[src/rtl/hello_char_sequencer_if.sv]
// Character output bus of hello_char_sequencer: the generator drives io_out, consumers read it.
interface hello_char_sequencer_if;
    logic [7:0] io_out;

    modport master (output io_out);
    modport slave  (input  io_out);
endinterface

[src/rtl/hello_char_sequencer.sv]
// Free-running "Hello" generator with per-character hold and an inter-message 0x00 gap.
// Build option: define HELLO_CRLF_EN to append CR/LF to the message (7 characters instead of 5).
module hello_char_sequencer #(
    parameter int CHAR_HOLD  = 1,
    parameter int GAP_CYCLES = 0
) (
    input  logic                   clock,
    input  logic                   io_rst,
    hello_char_sequencer_if.master bus
);

`ifdef HELLO_CRLF_EN
    localparam int unsigned N = 7;
`else
    localparam int unsigned N = 5;
`endif

    localparam int HW       = $clog2(CHAR_HOLD + 1);
    localparam int GW       = (GAP_CYCLES > 1) ? $clog2(GAP_CYCLES) : 1;
    localparam int GAP_LAST = (GAP_CYCLES > 0) ? GAP_CYCLES - 1 : 0;
    localparam int HOLD_LAST = (CHAR_HOLD > 0) ? CHAR_HOLD - 1 : 0;

    if (CHAR_HOLD < 1) begin : g_bad_hold
        $error("hello_char_sequencer: CHAR_HOLD must be >= 1");
    end

    typedef enum logic [1:0] {
        ST_RESET = 2'd0,
        ST_SEND  = 2'd1,
        ST_GAP   = 2'd2
    } state_t;

    state_t        state_q, state_d;
    logic [2:0]    idx_q,   idx_d;
    logic [HW-1:0] hold_q,  hold_d;
    logic [GW-1:0] gap_q,   gap_d;
    logic [7:0]    out_q,   out_d;

    function automatic logic [7:0] rom_byte(input logic [2:0] i);
        logic [7:0] b;
        b = 8'h00;
        case (i)
            3'd0: b = 8'h48;
            3'd1: b = 8'h65;
            3'd2: b = 8'h6C;
            3'd3: b = 8'h6C;
            3'd4: b = 8'h6F;
`ifdef HELLO_CRLF_EN
            3'd5: b = 8'h0D;
            3'd6: b = 8'h0A;
`endif
            default: b = 8'h00;
        endcase
        return b;
    endfunction

    always_comb begin
        state_d = state_q;
        idx_d   = idx_q;
        hold_d  = hold_q;
        gap_d   = gap_q;
        case (state_q)
            ST_SEND: begin
                // Out-of-range index/hold (e.g. upset) restarts the message at 'H'.
                if ((32'(idx_q) >= N) || (32'(hold_q) >= CHAR_HOLD)) begin
                    idx_d  = '0;
                    hold_d = '0;
                end else if (hold_q == HW'(HOLD_LAST)) begin
                    hold_d = '0;
                    if (32'(idx_q) == N - 1) begin
                        idx_d = '0;
                        if (GAP_CYCLES > 0) begin
                            state_d = ST_GAP;
                            gap_d   = '0;
                        end
                    end else begin
                        idx_d = 3'(idx_q + 3'd1);
                    end
                end else begin
                    hold_d = HW'(hold_q + HW'(1));
                end
            end
            ST_GAP: begin
                if ((gap_q == GW'(GAP_LAST)) || (32'(gap_q) > GAP_LAST)) begin
                    state_d = ST_SEND;
                    idx_d   = '0;
                    hold_d  = '0;
                    gap_d   = '0;
                end else begin
                    gap_d = GW'(gap_q + GW'(1));
                end
            end
            default: begin
                state_d = ST_SEND;
                idx_d   = '0;
                hold_d  = '0;
                gap_d   = '0;
            end
        endcase
        out_d = (state_d == ST_SEND) ? rom_byte(idx_d) : 8'h00;
    end

    always_ff @(posedge clock or negedge io_rst) begin
        if (!io_rst) begin
            state_q <= ST_RESET;
            idx_q   <= '0;
            hold_q  <= '0;
            gap_q   <= '0;
            out_q   <= '0;
        end else begin
            state_q <= state_d;
            idx_q   <= idx_d;
            hold_q  <= hold_d;
            gap_q   <= gap_d;
            out_q   <= out_d;
        end
    end

    assign bus.io_out = out_q;

endmodule

[src/flat_wrapper.sv]
// flat-port wrapper written by rule: the top's interface ports become plain ports
module hello_char_sequencer_flat 
#(
    parameter int CHAR_HOLD  = 1,
    parameter int GAP_CYCLES = 0
)
  (clock, io_rst, bus_io_out);
  hello_char_sequencer_if bus_i ();
  input  logic clock;
  input  logic io_rst;
  output wire logic [$bits(bus_i.io_out)-1:0] bus_io_out;
  assign bus_io_out = bus_i.io_out;
  hello_char_sequencer #(.CHAR_HOLD(CHAR_HOLD), .GAP_CYCLES(GAP_CYCLES)) u_core (.clock(clock), .io_rst(io_rst), .bus(bus_i));
endmodule
[config.mk]
export PLATFORM = sky130hd
export DESIGN_NAME = hello_char_sequencer_flat
export DESIGN_NICKNAME = d
export VERILOG_FILES = /design/src/rtl/hello_char_sequencer_if.sv /design/src/rtl/hello_char_sequencer.sv /design/src/flat_wrapper.sv
export SDC_FILE = /design/constraint.sdc
export NUM_CORES = 1
export LEC_CHECK = 0
export ABC_CLOCK_PERIOD_IN_PS = 2680
export CORE_AREA = 4 4 41 43
export DETAILED_ROUTE_END_ITERATION = 8
export DIE_AREA = 0 0 45 47
export PLACE_DENSITY = 0.68
export SYNTH_ARGS = -nofsm -noshare
export SYNTH_HDL_FRONTEND = slang
export SYNTH_SLANG_ARGS = --single-unit
[constraint.sdc]
create_clock -name clock -period 2.68 [get_ports clock]
set_input_delay 0.402 -clock clock [delete_from_list [all_inputs] [get_ports clock]]
set_output_delay 0.402 -clock clock [all_outputs]
set_load 0.01 [all_outputs]
==> summary.txt, run 1 <==
Synth
  • Post-synthesis sequential area ratio: 48.66%
  • Mean Syn Cell Area: 10.71 sq um
  • Syn Inst Count: 48
  • Library cells used by synthesis: 23
  • Synthesized area: 514.2 sq um
  • Seq cells post-synth: 10
  • Syn. warnings: 0

Power
  • Total Power: 297.4 uW
  • Sw Share: 23.97%
  • Internal Power: 226.1 uW
  • Clk pwr share: 33.2%
  • Switch Pwr: 71.30 uW
  • Cell area power density: 495.2 nW/um^2
  • Comb pwr share: 12.7%
  • Static leakage: 0.2591 nW
  • Maximum VDD drop: 0.0003079 V
  • Seq pwr share: 54.1%

Global route
  • GRT Total Usage: 9.497%
  • Met3 Use GR: 2.299%
  • Number of global-route vias before repair: 339
  • M1 GR Usage: 11.01%
  • First-pass GRT wire length: 1.386 mm
  • GR peak layer: met2
  • Initial antenna violation count: 0
  • GRT overflow: 0
  • Met2 Use GR: 14.41%
  • Largest net degree at the start of global routing: 11

Floorplanning
  • # IOs: 10
  • Die area: 2115 sq um
  • Die W: 45 um
  • Initial core utilization: 39.52%
  • Core Box Area: 1301 sq um
  • Die Y: 47 um
  • Num rows: 13

STA
  • Min Tclk post-route: 1.603 ns
  • Layout Skew: 0.002663 ns
  • Achievable Freq: 623.8 MHz
  • Setup-failing EPs final: 0
  • Hold Violations, Final: 0
  • Setup TNS: 0 ns
  • RSZ-0062 raised after global routing: no
  • WHS: 0.4540 ns
  • Period utilization: 59.82%
  • Max-slew violations: 0

Finish
  • Final core utilization: 46.15%
  • Diode count: 0
  • Layout area overhead: 16.79%
  • NumNets Final: 62
  • Design area: 600.6 sq um
  • Layout cells sized above 1: 9.091%

Clocking
  • Postcts setup bufs: 0
  • Clock-pin slew on the worst setup and hold paths: 0.06 ns
  • Worst-case clock buffer depth: 2
  • Num CTS Buffers: 3
  • Htree depth: 1
  • TritonCTS clock tree: yes
  • CTS sink count: 10
  • Post_cts resized: 0
  • Hold buffers post-CTS: 0
  • Clk_lat worst skew: 0.26 ns
  • Clock root buffer: clkbuf_4

Setup path
  • R2R Path End: u_core.bus.io_out[5]$_DFF_PN0_
  • Top Family by Delay on Critical Path: flip-flops
  • Crit end category: flop
  • Crit path max fanout: 7
  • CP max stage delay: 0.50 ns
  • WP data arrival: 1.77 ns
  • Reg2Reg Depth: 5
  • Crit-path slowest cell: dfrtp_1
  • Worst path bufs/invs: 1
  • Instance count on the critical path: 5
  • CP Cell Sequence: inv_1 -> ha_1 -> nor2b_1 -> xor2_1 -> o31ai_1
  • Worst Path Class, Setup: reg2reg
  • Startpoint class of the critical path: flop
  • WP data required: 2.85 ns
  • Reg2reg start: u_core.idx_q[0]$_DFF_PN0_
  • R2R Setup Slk: 1.08 ns

Placement
  • Final Wtd Congestion: 0.7838
  • I/O Buffers: 7
  • DPL Wire Length: 578.6 um
  • Placed Area: 578.1 sq um

Route
  • Wire per inst: 10.80 um
  • Vias: 326
  • Post-Route WL: 756 um
  • Post-route ant nets: 0
  • Drt first pass iters: 1
  • Drc violations: 0
  • Drt initial violations: 0
  • Vias per cell: 4.657

Run status
  • Outcome: complete, no violations

Flow run
  • Maxcap violations: 0

Min path
  • Hold Crit Class: in2async
## sequential cells by signal, indices dropped and copies added, names as in the netlist
name               cells
u_core.bus.io_out      5
u_core.idx_q           3
u_core.state_q         2
## cells in the mapped netlist
library cell   n  area [sq um]
nor4_4         1         21.27
buf_2          1         5.000
nor2b_1        3         18.77
a211oi_1       2         15.01
or2_1          1         6.260
xnor2_1        2         17.52
clkbuf_2       1         5.000
inv_1          3         11.26
dfrtp_1       10         250.2
o31ai_1        1         7.510
a21oi_1        2         10.01
nand3b_2       1         11.26
nand2b_1       3         18.77
o21ai_1        2         10.01
nor2_1         1         3.750
xor2_1         1         8.760
nand2_1        1         3.750
ha_1           3         37.54
nand4_1        1         6.260
buf_4          3         22.52
and3_1         1         6.260
conb_1         2         7.510
nor3_1         2         10.01
## layout make-up
cell class	instances	area [sq um]
Clock buffer	3	22.52
Fill cell	129	700.7
Inverter	3	11.26
Multi-Input combinational cell	32	227.7
Sequential cell	10	250.2
Tap cell	15	18.77
Timing Repair Buffer	7	70.07
## cells in the final DEF (no fill, tap or decap), types with 3 or more instances in the layout
| cell | count |
|---|---|
| conb_1 | 4 |
| nand2b_1 | 3 |
| clkbuf_4 | 3 |
| inv_1 | 3 |
| ha_1 | 3 |
| dfrtp_1 | 10 |
| clkdlybuf4s50_1 | 7 |
| nor2b_1 | 3 |
## metal layers
| metal | share of wire [%] | up-vias |
|---|---|---|
| li1 | - | 167 |
| met1 | 42 | 148 |
| met2 | 51 | 9 |
| met3 | 6.1 | 2 |
| met4 | 1.1 | 0 |
| met5 | 0 | - |
## cell families after synthesis
group | count (synthesis) | synth area share [%]
other cells | 2 | 1.460
buf+inv | 8 | 8.513
flops | 10 | 48.66
fa+ha+maj | 3 | 7.300
xor+xnor | 3 | 5.110
simple gates | 15 | 20.68
compound gates | 7 | 8.272
## worst reg2reg max path, delay by kind of cell (launching register included)
| family | cells | cell delay [ns] |
|---|---|---|
| buf+inv | 1 | 0.10 |
| xor+xnor | 1 | 0.10 |
| simple gates | 1 | 0.24 |
| flops | 1 | 0.50 |
| compound gates | 1 | 0.18 |
| fa+ha+maj | 1 | 0.39 |
## worst max path at each step
stage	endpoint	startpoint	slack, ns
floorplan	u_core.bus.io_out[5]$_DFF_PN0_	u_core.idx_q[0]$_DFF_PN0_	1.23
global placement	u_core.bus.io_out[5]$_DFF_PN0_	u_core.idx_q[0]$_DFF_PN0_	1.09
detailed placement	u_core.bus.io_out[5]$_DFF_PN0_	u_core.idx_q[0]$_DFF_PN0_	1.07
CTS	u_core.bus.io_out[5]$_DFF_PN0_	u_core.idx_q[0]$_DFF_PN0_	1.06
global route	u_core.bus.io_out[5]$_DFF_PN0_	u_core.idx_q[0]$_DFF_PN0_	0.91
finish	u_core.bus.io_out[5]$_DFF_PN0_	u_core.idx_q[0]$_DFF_PN0_	1.08
## through the flow
stage	cells	setup WS, ns
after detailed placement	67	1.070
after global placement	67	1.091
after CTS	70	1.062
after floorplan	50	1.225
after global routing	70	0.9138
final	70	1.077
## power by group through the flow
stage / Combinational (mW) / Clock, mW / Sequential, mW
final: 0.0379 / 0.0986 / 0.161
after global routing: 0.0427 / 0.111 / 0.162
after detailed placement: 0.0386 / 0 / 0.164
after CTS: 0.0386 / 0.106 / 0.161
after global placement: 0.0379 / 0 / 0.164
after floorplan: 0.0254 / 0 / 0.165
Note: power is estimated with default switching activity, not from simulation.
==> inputs of run 2 (changes only) <==
Settings changed: ABC_CLOCK_PERIOD_IN_PS 2680 to 1400, PLACE_DENSITY 0.68 to 0.71.
Clock period 2.68 ns to 1.4 ns, I/O delays scaled along.
==> summary.txt, run 2 (same netlist as run 1, synthesis figures left out) <==
Run status
  • Outcome: complete, but fails checks
  • Failing checks: negative setup slack

Setup path
  • Top Family by Delay on Critical Path: flip-flops
  • WP data arrival: 1.62 ns (-0.15 ns)
  • Crit end category: flop
  • WP data required: 1.54 ns (-1.31 ns)
  • Worst Path Class, Setup: reg2reg
  • CP Cell Sequence: buf_4 -> buf_6 -> ha_4 -> nor2b_1 -> and3_4 -> o21ai_1
  • Worst path bufs/invs: 2 (+1)
  • CP max stage delay: 0.44 ns (-0.06 ns)
  • Startpoint class of the critical path: flop
  • R2R Setup Slk: -0.07 ns (-1.15 ns)
  • Crit path max fanout: 5 (-2)
  • Crit-path slowest cell: dfrtp_2

Global route
  • GRT Total Usage: 12.38% (+2.9 points)
  • First-pass GRT wire length: 1.766 mm (+27%)
  • Number of global-route vias before repair: 390 (+15%)
  • GRT overflow: 0 (unchanged)
  • Initial antenna violation count: 0 (unchanged)
  • Largest net degree at the start of global routing: 11 (unchanged)

STA
  • Setup-failing EPs final: 4 (+4)
  • RSZ-0062 raised after global routing: yes
  • WHS: 0.2391 ns (-0.2149 ns)
  • Min setup slack post-route: -0.07443 ns (-1.151 ns)
  • Max-slew violations: 0 (unchanged)
  • Hold Violations, Final: 0 (unchanged)
  • Layout Skew: 0.005439 ns (+0.002776 ns)
  • Period utilization: 105.3% (+45 points)
  • Min Tclk post-route: 1.474 ns (-0.1288 ns)
  • Achievable Freq: 678.2 MHz (+8.7%)

Placement
  • I/O Buffers: 7 (unchanged)
  • DPL Wire Length: 715.2 um (+24%)
  • Post-Place Cells: 78 (+16%)
  • Final Wtd Congestion: 0.7807 (-0.40%)

Power
  • Sw Share: 26.62% (+2.7 points)
  • Comb pwr share: 18.9% (+6.2 points)
  • Static leakage: 0.3938 nW (+52%)
  • Internal Power: 474.4 uW (+110%)
  • Seq pwr share: 47.3% (-6.8 points)
  • Cell area power density: 828.1 nW/um^2 (+67%)
  • Clk pwr share: 33.9% (+0.7 points)
  • Switch Pwr: 172.1 uW (+140%)
  • Maximum VDD drop: 0.0004081 V (+33%)

Finish
  • Most common cell after layout, fill and taps aside: buf_4
  • Layout area overhead: 51.82%
  • Diode count: 0 (unchanged)
  • Final non-filler cell total: 85 (+21%)
  • Most frequent cells in the layout: buf_4 (13), dfrtp_1 (9), clkdlybuf4s50_1 (5)
  • Layout cells sized above 1: 41.43% (+32 points)
  • NumNets Final: 76 (+23%)
  • Final core utilization: 60.00% (+14 points)
  • Largest register FFs: 5 (unchanged)

Clocking
  • Hold buffers post-CTS: 0 (unchanged)
  • TritonCTS clock tree: yes
  • CTS sink count: 10 (unchanged)
  • Clock root buffer: clkbuf_4
  • Htree depth: 1 (unchanged)
  • Worst-case clock buffer depth: 2 (unchanged)
  • Clk_lat worst skew: 0.27 ns (about the same)
  • Clock-pin slew on the worst setup and hold paths: 0.07 ns (about the same)
  • Num CTS Buffers: 3 (unchanged)

Min path
  • Hold Crit Class: in2async

Route
  • Post-route ant nets: 0 (unchanged)
  • Drt first pass iters: 4 (+3)
  • Post-Route WL: 1.107 mm (+46%)
  • Drc violations: 0 (unchanged)
  • Vias: 400 (+23%)
  • Drt initial violations: 3 (+3)
  • Vias per cell: 4.706 (+1.0%)
  • Wire per inst: 13.02 um (+21%)

Floorplanning
  • # IOs: 10 (unchanged)
  • Die Y: 47 um (unchanged)
  • Die W: 45 um (unchanged)
  • Die area: 2115 sq um (unchanged)
  • Num rows: 13 (unchanged)
  • Core Box Area: 1301 sq um (unchanged)
  • Initial core utilization: 39.52% (unchanged)

Flow run
  • Maxcap violations: 0 (unchanged)
run 2: changes by cell type in the layout (fill, tap and decap cells not counted), moves of 2 or more:
cell,before,now
ha_1,3,1
clkdlybuf4s50_1,7,5
a211oi_2,0,2
buf_4,0,13
a211oi_1,2,0
dlymetal6s2s_1,0,2
ha_4,0,2
run 2: path summary, 6_finish.rpt:
path                                                  end                         from  cells after the start
max                        u_core.bus.io_out[3]$_DFF_PN0_    u_core.idx_q[0]$_DFF_PN0_                      6
min                        u_core.bus.io_out[5]$_DFF_PN0_                       io_rst                      1
max reg2reg                u_core.bus.io_out[3]$_DFF_PN0_    u_core.idx_q[0]$_DFF_PN0_                      6
min reg2reg                u_core.bus.io_out[6]$_DFF_PN0_  u_core.state_q[1]$_DFF_PN0_                      2
max in group asynchronous       u_core.idx_q[0]$_DFF_PN0_                       io_rst                      1
min in group clock         u_core.bus.io_out[6]$_DFF_PN0_  u_core.state_q[1]$_DFF_PN0_                      2
run 2: power by group through the flow:
stage          clock network, mW  registers, mW  logic [mW]
6_report                   0.219          0.306       0.122
5_1_grt                    0.240          0.307       0.133
4_1_cts                    0.225          0.306       0.116
3_5_place_dp                   0          0.312      0.0986
3_3_place_gp                   0          0.311      0.0972
2_1_floorplan                  0          0.316      0.0486
run 2: area by class of cell:
| class | instances | area [sq um] |
|---|---|---|
| Multi-Input combinational cell | 32 | 289.0 |
| Tap cell | 15 | 18.77 |
| Inverter | 3 | 11.26 |
| Sequential cell | 10 | 251.5 |
| Timing Repair Buffer | 21 | 183.9 |
| Fill cell | 108 | 520.5 |
| Clock buffer | 4 | 26.28 |
run 2: timing repair:
item,CTS,global route
endpoints found under the setup margin,6,9
pin swaps,6,3
resized for setup,9,6
buffers inserted,3,1
run 2: routing by layer:
layer | up-vias | global-route usage [%] | part of all wire (%)
met5 | - | 0 | 0
met4 | 0 | 10.53 | 3.3
met3 | 5 | 2.299 | 5.4
met2 | 11 | 19.49 | 51
met1 | 191 | 14.55 | 41
li1 | 193 | - | -
run 2: through the flow:
step           cell area (sq um)  setup slack (ns)  setup TNS [ns]  total power, mW
2_1_floorplan              523.0          0.006331               0           0.3644
3_3_place_gp               661.9           0.01698               0           0.4079
5_1_grt                    780.7           -0.1288         -0.6337           0.6795
6_report                   780.7          -0.07443         -0.1811           0.6466
3_5_place_dp               661.9          -0.07444         -0.2098           0.4101
4_1_cts                    750.7          0.002598               0           0.6475
==> inputs of run 3 (changes only) <==
Settings changed: REMOVE_ABC_BUFFERS from default to 1.
==> summary.txt, run 3 (same netlist as run 1, synthesis figures left out) <==
Run status
  • Outcome: complete, but fails checks
  • Failing checks: negative setup slack

Setup path
  • Crit end category: flop
  • Worst Path Class, Setup: reg2reg
  • WP data required: 1.55 ns (about the same)
  • Crit-path slowest cell: dfrtp_1
  • WP data arrival: 1.60 ns (-0.02 ns)
  • Reg2reg start: u_core.idx_q[1]$_DFF_PN0_
  • Startpoint class of the critical path: flop
  • Crit path max fanout: 3 (-2)
  • CP Cell Sequence: buf_6 -> buf_6 -> nor4_4 -> buf_4 -> and3_4 -> o21ai_1
  • CP max stage delay: 0.40 ns (-0.04 ns)
  • Top cell by count, worst path: buf_6
  • CP Launch Point: u_core.idx_q[1]$_DFF_PN0_

Clocking
  • CTS sink count: 10 (unchanged)
  • Num CTS Buffers: 3 (unchanged)
  • TritonCTS clock tree: yes
  • Clk_lat worst skew: 0.27 ns (about the same)
  • Clock-pin slew on the worst setup and hold paths: 0.07 ns (about the same)
  • Htree depth: 1 (unchanged)
  • Worst-case clock buffer depth: 2 (unchanged)
  • Clock root buffer: clkbuf_4

Route
  • Vias: 377 (-5.8%)
  • Post-route ant nets: 0 (unchanged)
  • Post-Route WL: 977 um (-12%)
  • Wire per inst: 11.63 um (-11%)
  • Drc violations: 0 (unchanged)
  • Drt initial violations: 5 (+2)
  • Vias per cell: 4.488 (-4.6%)
  • Drt first pass iters: 3 (-1)

Floorplanning
  • Die area: 2115 sq um (unchanged)
  • # IOs: 10 (unchanged)
  • Die W: 45 um (unchanged)
  • Initial core utilization: 39.52% (unchanged)
  • Die Y: 47 um (unchanged)
  • Core Box Area: 1301 sq um (unchanged)
  • Num rows: 13 (unchanged)

STA
  • Achievable Freq: 687.8 MHz (+1.4%)
  • Min setup slack post-route: -0.05396 ns (+0.02046 ns)
  • Setup-failing EPs final: 6 (+2)
  • WHS: 0.2474 ns (+0.008344 ns)
  • Layout Skew: 0.003145 ns (-0.002294 ns)
  • RSZ-0062 raised after global routing: yes
  • Hold Violations, Final: 0 (unchanged)
  • Max-slew violations: 0 (unchanged)
  • Period utilization: 103.9% (-1.5 points)
  • Min Tclk post-route: 1.454 ns (-0.02046 ns)
  • Setup TNS: -0.2465 ns (-0.06545 ns)

Global route
  • M1 GR Usage: 13.38% (-1.2 points)
  • Number of global-route vias before repair: 385 (-1.3%)
  • First-pass GRT wire length: 1.704 mm (-3.5%)
  • Met3 Use GR: 4.598% (+2.3 points)
  • Largest net degree at the start of global routing: 11 (unchanged)
  • GRT overflow: 0 (unchanged)
  • GR peak layer: met2
  • Met2 Use GR: 19.77% (+0.28 points)
  • Initial antenna violation count: 0 (unchanged)
  • GRT Total Usage: 11.82% (-0.56 points)

Finish
  • Most frequent cells in the layout: dfrtp_1 (10), buf_4 (8), clkdlybuf4s50_1 (6)
  • Layout cells sized above 1: 37.68% (-3.7 points)
  • Most common cell after layout, fill and taps aside: dfrtp_1
  • Layout area overhead: 49.15%
  • Diode count: 0 (unchanged)
  • NumNets Final: 75 (-1.3%)
  • Largest register FFs: 5 (unchanged)

Placement
  • I/O Buffers: 7 (unchanged)
  • Dpl ws: -0.08611 ns (-0.01166 ns)
  • Final Wtd Congestion: 0.8253 (+5.7%)
  • DPL Wire Length: 636.7 um (-11%)

Power
  • Static leakage: 0.3692 nW (-6.2%)
  • Cell area power density: 893.0 nW/um^2 (+7.8%)
  • Maximum VDD drop: 0.0005728 V (+40%)

Min path
  • Hold Crit Class: in2async

Flow run
  • Maxcap violations: 0 (unchanged)
run 3: cell types whose count changed in the layout (fill, tap and decap cells not counted), moves of 2 or more:
cell / previous run / this run
buf_4: 13 / 8
buf_6: 1 / 5
ha_2: 0 / 2
ha_4: 2 / 0
run 3: per-layer routing:
| layer | wire length [um] | share of wire [%] |
|---|---|---|
| met1 | 414 | 42 |
| met2 | 510 | 52 |
| met3 | 52 | 5.3 |
| met4 | 0 | 0 |
| met5 | 0 | 0 |
run 3: layout make-up:
cell class                 count  area, sq um
timing repair buffer          20        188.9
clock buffer                   4        36.28
sequential                    10        250.2
inverter                       3        11.26
multi-input combinational     32        261.5
tap                           15        18.77
fill                         112        534.3
run 3: worst max-delay path, delay by kind of cell, from the launching register on:
family                 cells  cell delay [ns]
AOI/OAI and AO/OA          1             0.05
buffers and inverters      3             0.42
DFF                        1             0.40
and+or+nand+nor            2             0.47
run 3: timing repair:
item,4_1_cts,5_1_grt
pin swaps,2,1
setup buffers,5,0
endpoints found under the setup margin,5,8
hold buffers,0,0
resized for setup,7,7
run 3: final timing paths:
check / endpoint / slack [ns] / cells after the start
max: u_core.bus.io_out[6]$_DFF_PN0_ / -0.05 / 6
min in group clock: u_core.bus.io_out[3]$_DFF_PN0_ / 0.52 / 2
min: u_core.bus.io_out[6]$_DFF_PN0_ / 0.25 / 1
max reg2reg: u_core.bus.io_out[6]$_DFF_PN0_ / -0.05 / 6
max in group asynchronous: u_core.bus.io_out[0]$_DFF_PN0_ / 0.85 / 1
min reg2reg: u_core.bus.io_out[3]$_DFF_PN0_ / 0.52 / 2
run 3: power by group:
part           switching (mW)  internal (mW)  leakage, nW  total [mW]
Sequential            0.00487          0.300        0.123       0.304
Clock                   0.106          0.158       0.0210       0.264
Combinational          0.0545         0.0624        0.225       0.117
Total                   0.165          0.520        0.369       0.685
run 3: per-stage QoR:
| stage | std cells | utilization (%) | instance area [sq um] | power (mW) |
|---|---|---|---|---|
| after floorplan | 45 | - | 489.2 | 0.3573 |
| after global placement | 75 | 49.04 | 638.1 | 0.3982 |
| after detailed placement | 75 | 49.04 | 638.1 | 0.4001 |
| after CTS | 84 | 57.31 | 745.7 | 0.6922 |
| after global routing | 84 | 58.94 | 767.0 | 0.7250 |
| final | 84 | 58.94 | 767.0 | 0.6850 |
